`config.mk`:
```
export PLATFORM = sky130hd
export DESIGN_NAME = flow_ctrl
export DESIGN_NICKNAME = d
export VERILOG_FILES = /design/src/rtl/flow_ctrl_pkg.sv /design/src/rtl/flow_cnt.sv /design/src/rtl/flow_ctrl.sv
export SDC_FILE = /design/constraint.sdc
export NUM_CORES = 1
export LEC_CHECK = 0
export CORE_MARGIN = 3
export CORE_UTILIZATION = 46
export CTS_BUF_LIST = sky130_fd_sc_hd__clkbuf_4
export DETAILED_ROUTE_END_ITERATION = 7
export GPL_TIMING_DRIVEN = 0
export HOLD_SLACK_MARGIN = 0.05
export PLACE_DENSITY_LB_ADDON = 0.15
export SLEW_MARGIN = 20
export SYNTH_ARGS = -nofsm -noshare
export SYNTH_HDL_FRONTEND = slang
export SYNTH_SLANG_ARGS = --single-unit
```
`constraint.sdc`:
```
create_clock -name clk -period 2.2 [get_ports clk]
set_clock_uncertainty 0.1 [all_clocks]
set_input_delay 0.33 -clock clk [delete_from_list [all_inputs] [get_ports clk]]
set_output_delay 0.33 -clock clk [all_outputs]
set_load 0.01 [all_outputs]
```
`src/rtl/flow_ctrl_pkg.sv`:
```
// Shared definitions for the pipeline flow controller: flow command encodings,
// FSM state encodings and the counter width helper.
package flow_ctrl_pkg;

    localparam int FLOW_WIDTH = 2;

    typedef enum logic [1:0] {
        FLOW_WORK    = 2'b00,
        FLOW_STOP    = 2'b01,
        FLOW_REFRESH = 2'b10
    } flow_e;

    typedef enum logic [1:0] {
        ST_RUN        = 2'b00,
        ST_MC_WAIT    = 2'b01,
        ST_TRAP_FLUSH = 2'b10
    } state_e;

    // One command per pipeline register, PC first.
    typedef struct packed {
        flow_e pc;
        flow_e id;
        flow_e ex;
        flow_e ast;
        flow_e wb;
    } flow_cmd_t;

    localparam flow_cmd_t CMD_WORK  = '{FLOW_WORK, FLOW_WORK, FLOW_WORK, FLOW_WORK, FLOW_WORK};
    localparam flow_cmd_t CMD_LOAD  = '{FLOW_STOP, FLOW_STOP, FLOW_REFRESH, FLOW_WORK, FLOW_WORK};
    localparam flow_cmd_t CMD_JUMP  = '{FLOW_WORK, FLOW_REFRESH, FLOW_REFRESH, FLOW_WORK, FLOW_WORK};
    localparam flow_cmd_t CMD_MC    = '{FLOW_STOP, FLOW_STOP, FLOW_STOP, FLOW_REFRESH, FLOW_WORK};
    localparam flow_cmd_t CMD_TRAP  = '{FLOW_WORK, FLOW_REFRESH, FLOW_REFRESH, FLOW_REFRESH, FLOW_STOP};
    localparam flow_cmd_t CMD_FLUSH = '{FLOW_WORK, FLOW_REFRESH, FLOW_REFRESH, FLOW_REFRESH, FLOW_WORK};
    localparam flow_cmd_t CMD_RESET = '{FLOW_STOP, FLOW_REFRESH, FLOW_REFRESH, FLOW_REFRESH, FLOW_REFRESH};

    // Bits needed to hold max(a, b) - 1, never less than one.
    function automatic int cnt_width(input int a, input int b);
        int m;
        m = (a > b) ? a : b;
        return (m <= 2) ? 1 : $clog2(m);
    endfunction

endpackage

```
`src/rtl/flow_cnt.sv`:
```
// Shared wait/flush counter: clear, load, increment or decrement, with a zero flag.
module flow_cnt #(
    parameter int W = 4
) (
    input  logic         clk,
    input  logic         rst,
    input  logic         clr_i,
    input  logic         load_i,
    input  logic [W-1:0] load_val_i,
    input  logic         inc_i,
    input  logic         dec_i,
    output logic [W-1:0] cnt_o,
    output logic         zero_o
);

    logic [W-1:0] cnt_q;
    logic [W-1:0] cnt_d;

    // Next count; the controller never requests a step past either end.
    always_comb begin
        cnt_d = cnt_q;
        if (clr_i) begin
            cnt_d = {W{1'b0}};
        end else if (load_i) begin
            cnt_d = load_val_i;
        end else if (inc_i) begin
            cnt_d = cnt_q + W'(1'b1);
        end else if (dec_i) begin
            cnt_d = cnt_q - W'(1'b1);
        end else begin
            cnt_d = cnt_q;
        end
    end

    // Counter register.
    always_ff @(posedge clk) begin
        if (rst) begin
            cnt_q <= {W{1'b0}};
        end else begin
            cnt_q <= cnt_d;
        end
    end

    assign cnt_o  = cnt_q;
    assign zero_o = (cnt_q == {W{1'b0}});

endmodule

```
`src/rtl/flow_ctrl.sv`:
```
// Pipeline flow controller: turns hazard, jump, multi-cycle and trap events into
// per-stage WORK/STOP/REFRESH commands, with a timeout on multi-cycle ops.
module flow_ctrl
    import flow_ctrl_pkg::*;
#(
    parameter int MC_TIMEOUT        = 64,
    parameter int TRAP_FLUSH_CYCLES = 2
) (
    input  logic                  clk,
    input  logic                  rst,
    input  logic                  load_use_i,
    input  logic                  jump_i,
    input  logic                  mc_start_i,
    input  logic                  mc_done_i,
    input  logic                  trap_i,
    output logic [FLOW_WIDTH-1:0] flow_pc_o,
    output logic [FLOW_WIDTH-1:0] flow_id_o,
    output logic [FLOW_WIDTH-1:0] flow_ex_o,
    output logic [FLOW_WIDTH-1:0] flow_as_o,
    output logic [FLOW_WIDTH-1:0] flow_wb_o,
    output logic                  busy_o,
    output logic                  mc_timeout_o
);

    localparam int CNT_W = cnt_width(MC_TIMEOUT, TRAP_FLUSH_CYCLES);
    localparam logic [CNT_W-1:0] MC_LAST    = CNT_W'(MC_TIMEOUT - 1);
    localparam logic [CNT_W-1:0] FLUSH_LAST = CNT_W'(TRAP_FLUSH_CYCLES - 1);

    state_e     state_q;
    state_e     state_d;
    flow_cmd_t  cmd_s;
    flow_cmd_t  out_s;
    logic       cnt_clr_s;
    logic       cnt_load_s;
    logic       cnt_inc_s;
    logic       cnt_dec_s;
    logic       timeout_s;
    logic [CNT_W-1:0] cnt_s;
    logic       cnt_zero_s;

    flow_cnt #(.W(CNT_W)) u_cnt (
        .clk        (clk),
        .rst        (rst),
        .clr_i      (cnt_clr_s),
        .load_i     (cnt_load_s),
        .load_val_i (FLUSH_LAST),
        .inc_i      (cnt_inc_s),
        .dec_i      (cnt_dec_s),
        .cnt_o      (cnt_s),
        .zero_o     (cnt_zero_s)
    );

    // FSM state register.
    always_ff @(posedge clk) begin
        if (rst) begin
            state_q <= ST_RUN;
        end else begin
            state_q <= state_d;
        end
    end

    // Next state, counter control and stage commands; trap always wins.
    always_comb begin
        state_d    = state_q;
        cmd_s      = CMD_WORK;
        cnt_clr_s  = 1'b0;
        cnt_load_s = 1'b0;
        cnt_inc_s  = 1'b0;
        cnt_dec_s  = 1'b0;
        timeout_s  = 1'b0;
        case (state_q)
            ST_RUN: begin
                if (trap_i) begin
                    cmd_s      = CMD_TRAP;
                    cnt_load_s = 1'b1;
                    state_d    = ST_TRAP_FLUSH;
                end else if (mc_start_i) begin
                    cmd_s     = CMD_MC;
                    cnt_clr_s = 1'b1;
                    state_d   = ST_MC_WAIT;
                end else if (jump_i) begin
                    cmd_s = CMD_JUMP;
                end else if (load_use_i) begin
                    cmd_s = CMD_LOAD;
                end else begin
                    cmd_s = CMD_WORK;
                end
            end
            ST_MC_WAIT: begin
                if (trap_i) begin
                    cmd_s      = CMD_TRAP;
                    cnt_load_s = 1'b1;
                    state_d    = ST_TRAP_FLUSH;
                end else if (mc_done_i) begin
                    cmd_s   = CMD_WORK;
                    state_d = ST_RUN;
                end else if (cnt_s == MC_LAST) begin
                    // A hung multi-cycle unit is treated exactly like a trap.
                    timeout_s  = 1'b1;
                    cmd_s      = CMD_TRAP;
                    cnt_load_s = 1'b1;
                    state_d    = ST_TRAP_FLUSH;
                end else begin
                    cmd_s     = CMD_MC;
                    cnt_inc_s = 1'b1;
                end
            end
            ST_TRAP_FLUSH: begin
                if (trap_i) begin
                    cmd_s      = CMD_TRAP;
                    cnt_load_s = 1'b1;
                end else if (cnt_zero_s) begin
                    cmd_s   = CMD_FLUSH;
                    state_d = ST_RUN;
                end else begin
                    cmd_s     = CMD_FLUSH;
                    cnt_dec_s = 1'b1;
                end
            end
            default: begin
                cmd_s   = CMD_WORK;
                state_d = ST_RUN;
            end
        endcase
    end

    // Reset overrides every command so the pipeline holds PC and empties the stages.
    always_comb begin
        if (rst) begin
            out_s        = CMD_RESET;
            busy_o       = 1'b0;
            mc_timeout_o = 1'b0;
        end else begin
            out_s        = cmd_s;
            busy_o       = (state_q == ST_MC_WAIT) || (state_q == ST_TRAP_FLUSH);
            mc_timeout_o = timeout_s;
        end
    end

    assign flow_pc_o = out_s.pc;
    assign flow_id_o = out_s.id;
    assign flow_ex_o = out_s.ex;
    assign flow_as_o = out_s.ast;
    assign flow_wb_o = out_s.wb;

endmodule

```
==> summary.md <==
| Metric | Value |
|---|---|
| Layout Cells excl Fill | 159 |
| FF+latch count, synth | 8 |
| Final wirelength | 2.34 mm |
| First-pass GRT wire length | 3.97 mm |
| DR DRC count | 0 |
| Leading cell type in the layout, fill and taps excluded | buf_4 |
| Number of nets with antenna violations after detailed routing | 0 |
| Overflow after GRT | 0 |
| Fin crit period | 2.28 ns |
| Most used cells in the layout excluding fill and tap cells | buf_4, inv_1, dfxtp_2 |
| Post-synthesis average cell area | 7.89 µm² |
| Total count of hold-check failures in the final report | 0 |
| Max frequency | 0.439 GHz |
| Fraction of registers with async set or reset after synthesis | 0% |
| Clock share of power | 15.7% |
| Instance count after placement with tap cells included | 148 |
| Class of the most critical hold timing path | flip-flop to flip-flop |
| First-pass iteration count of the detailed router | 4 |
| Switching power as a share of total power | 37.8% |
| Outcome | complete, but fails checks |
| Kind of critical path | flip-flop to flip-flop |
| Clock slew at reported path FFs | 0.05 ns |
| Signed area change from the synthesized netlist to the final layout | 49.0% |
| Routed wirelength normalized by instance count | 14.7 µm |
| Number of endpoints failing setup at the final stage | 5 |
| Fraction of power consumed by combinational cells | 57.3% |
| Clock tree from TritonCTS | yes |
| Initial antenna violation count | 0 |
| Core region area | 0.00163 mm² |
| Root Driver | clkbuf_4 |
| Register area share after synthesis | 18.8% |
| Dominant cell type by count on the critical path | mux2i_1 |
| Launch point of the worst reg-to-reg path | state_q[1]$_SDFFE_PP0P_ |
| Number of buffers created by CTS | 3 |
| Final clock period utilization by the worst path | 104% |
| DRT iter0 DRCs | 15 |
| Maximum level of the CTS H-tree | 1 |
| Number of flops mapped to enable cells by yosys | 0 |
| Gate count after technology mapping | 108 |
| Placer Congestion | 0.817 |
| R2r setup slk | -0.08 ns |
| Internal power of the cells | 415 µW |
| Max-slew violations | 0 |
| Top post-synthesis cells by area | dfxtp_1, ha_1, mux2i_1, a21oi_1, nor2b_1 |
| Total power per unit cell area | 526 mW/mm² |
| Final hold slack | 0.426 ns |
| Warnings, synthesis | 0 |
| Cell-by-cell trace of the critical path | inv_4 > ha_4 > nor3b_4 > o21ai_4 > ha_1 > a21o_1 > a31oi_1 > mux2i_1 > mux2i_1 |
| Num ports | 19 |
| Ant. Diodes | 0 |
| Critical Path End Type | flip-flop |
| Largest incremental delay on the critical path | 0.34 ns |
| Part of the total power dissipated in sequential elements | 26.9% |
| Total leakage power | 0.000537 µW |
| Failing checks | setup timing |
| Startpoint of the worst hold path | state_q[1]$_SDFFE_PP0P_ |
| Global routing usage summed across all routing layers | 20.5% |
| Worst path arrival time | 2.35 ns |
| Die H | 49.0 µm |
| Critical Path Slowest Stage Cell | ha_1 |
| Share of layout cells above drive strength 1 | 41.5% |
| Number of cells traversed by the worst hold path | 2 |
| Die Outline Area | 0.00240 mm² |
| Number of distinct library cells after synthesis | 40 |
| Worst EP required | 2.28 ns |
| Share of Yosys cell area claimed by the top area cell type | 18.8% |
| Count of buffers from port buffering | 15 |
| Mapped cell area | 852 µm² |
| Maximum resistive drop on vdd | 472 µV |
| Count of vias placed by the detailed router | 884 |
| Largest fanout of any net on the critical path | 8 |
| Primary FF master, synth | dfxtp_1 |
| Vias per cell | 5.56 |
| Capturing point of the worst reg2reg path | u_cnt.cnt_o[5]$_SDFFE_PP0P_ |
| Final core utilization | 78.0% |
| Number of sinks on the clock net | 8 |
| Total half-perimeter wirelength after legalization and detailed placement | 1.57 mm |
| Final worst setup slack | -0.0777 ns |
| Maximum number of pins on one net before global-route repair | 11 |
| Later-pin clock latency in the skew report | 0.24 ns |
| Initial Util | 52.3% |
| Buffers from clock root to sink, at most | 2 |
| Floorplan row count | 14 |
| Hold EP | state_q[1]$_SDFFE_PP0P_ |
| Number of global-route vias before repair | 832 |
| Setup repair after global routing missed its margin | true |
| Max Cap Viol | 0 |
| Total number of nets in the final design | 154 |
| Switching Power | 253 µW |
| Cell accounting for the most synthesized area | dfxtp_1 |
| Critical path launch point type | flip-flop |
| Worst Reg-to-Reg Cells | 9 |
| Die outline width | 49.0 µm |
-- cells in the mapped netlist (2+ instances only) --
library cell and instances:
ha_1 9, dfxtp_1 8, inv_1 8, a21oi_1 7, nor2_1 7, nand2_1 6
nor2b_1 5, mux2i_1 4, o21ai_0 4, a21o_1 3, buf_4 3, nand3_1 3
nor3b_1 3, o31ai_1 3, a211oi_1 2, a21bo_2 2, a31oi_1 2, buf_2 2
nand2b_1 2, nor3_1 2, o21a_1 2, or2_2 2, xnor2_1 2
-- registers in the layout (all words and copies together), names as in the netlist --
register and cells:
state_q 2, u_cnt.cnt_o 6
-- per-stage QoR --
| stage | total power [µW] | cell area [µm²] | setup slack (ns) | setup TNS, ns |
|---|---|---|---|---|
| 2_1_floorplan | 383 | 891 | 0.0116 | 0 |
| 5_1_grt | 717 | 1270 | -0.197 | -0.781 |
| 3_5_place_dp | 475 | 1070 | -0.555 | -3.44 |
| 4_1_cts | 614 | 1180 | -0.110 | -0.273 |
| 6_report | 668 | 1270 | -0.0777 | -0.261 |
| 3_3_place_gp | 467 | 1070 | -0.566 | -3.31 |
-- how the worst max path moves through the flow --
stage | start | to | slack [ns] | cells after the start
after floorplan | state_q[1]$_SDFFE_PP0P_ | u_cnt.cnt_o[5]$_SDFFE_PP0P_ | 0.01 | 10
after global placement | mc_done_i | flow_id_o[1] | -0.57 | 7
after detailed placement | mc_done_i | flow_id_o[1] | -0.56 | 7
after CTS | state_q[1]$_SDFFE_PP0P_ | u_cnt.cnt_o[5]$_SDFFE_PP0P_ | -0.11 | 10
after global routing | state_q[1]$_SDFFE_PP0P_ | u_cnt.cnt_o[5]$_SDFFE_PP0P_ | -0.20 | 10
final | state_q[1]$_SDFFE_PP0P_ | u_cnt.cnt_o[5]$_SDFFE_PP0P_ | -0.08 | 9
-- final cells by class --
cell class                 instances  area (µm²)
inverter                           8        32.5
tap                               24        30.0
multi-input combinational         87         771
timing repair buffer              24         208
buffer                             5        35.0
sequential                         8         171
fill                             104         359
clock buffer                       3        22.5
-- routing by layer --
layer  vias to the layer above  global-route usage, %  routed length [µm]
met4                         0                   5.69                  29
li1                        435                      -                   -
met3                         4                   4.28                 120
met5                         -                      0                   0
met1                       415                   29.0                1090
met2                        30                   31.2                1100
-- worst max-delay path, delay by kind of cell, from the launching register on --
kind            cells  cell delay [ns]
flops               1             0.33
compound gates      3             0.52
fa+ha+maj           2             0.49
buf+inv             1             0.07
mux                 2             0.48
simple gates        1             0.22
-- power by group through the flow --
stage	Clock, µW	Sequential [µW]	Combinational (µW)
2_1_floorplan	0	173	210
3_3_place_gp	0	176	291
3_5_place_dp	0	178	296
4_1_cts	108	180	326
5_1_grt	115	182	420
6_report	105	180	383
-- timing repair --
| item | CTS | global route |
|---|---|---|
| setup buffers | 4 | 5 |
| pin swaps | 6 | 6 |
| resized for setup | 35 | 23 |
| hold buffers | 0 | 0 |
| endpoints found under the setup margin | 11 | 10 |
-- cells by family (layout without fill, tap and decap cells) --
| kind of cell | after synthesis | in the layout | share of synthesized area, % |
|---|---|---|---|
| AND/OR/NAND/NOR | 38 | 38 | 26.3 |
| AO/OA/AOI/OAI | 30 | 30 | 23.3 |
| buffers and inverters | 14 | 40 | 7.78 |
| adder cells (fa/ha/maj) | 10 | 10 | 15.6 |
| flip-flops | 8 | 8 | 18.8 |
| multiplexers | 4 | 4 | 4.70 |
| XOR/XNOR | 3 | 3 | 3.08 |
| other | 1 | 2 | 0.440 |
No activity file was read; power rests on OpenSTA's default activity.
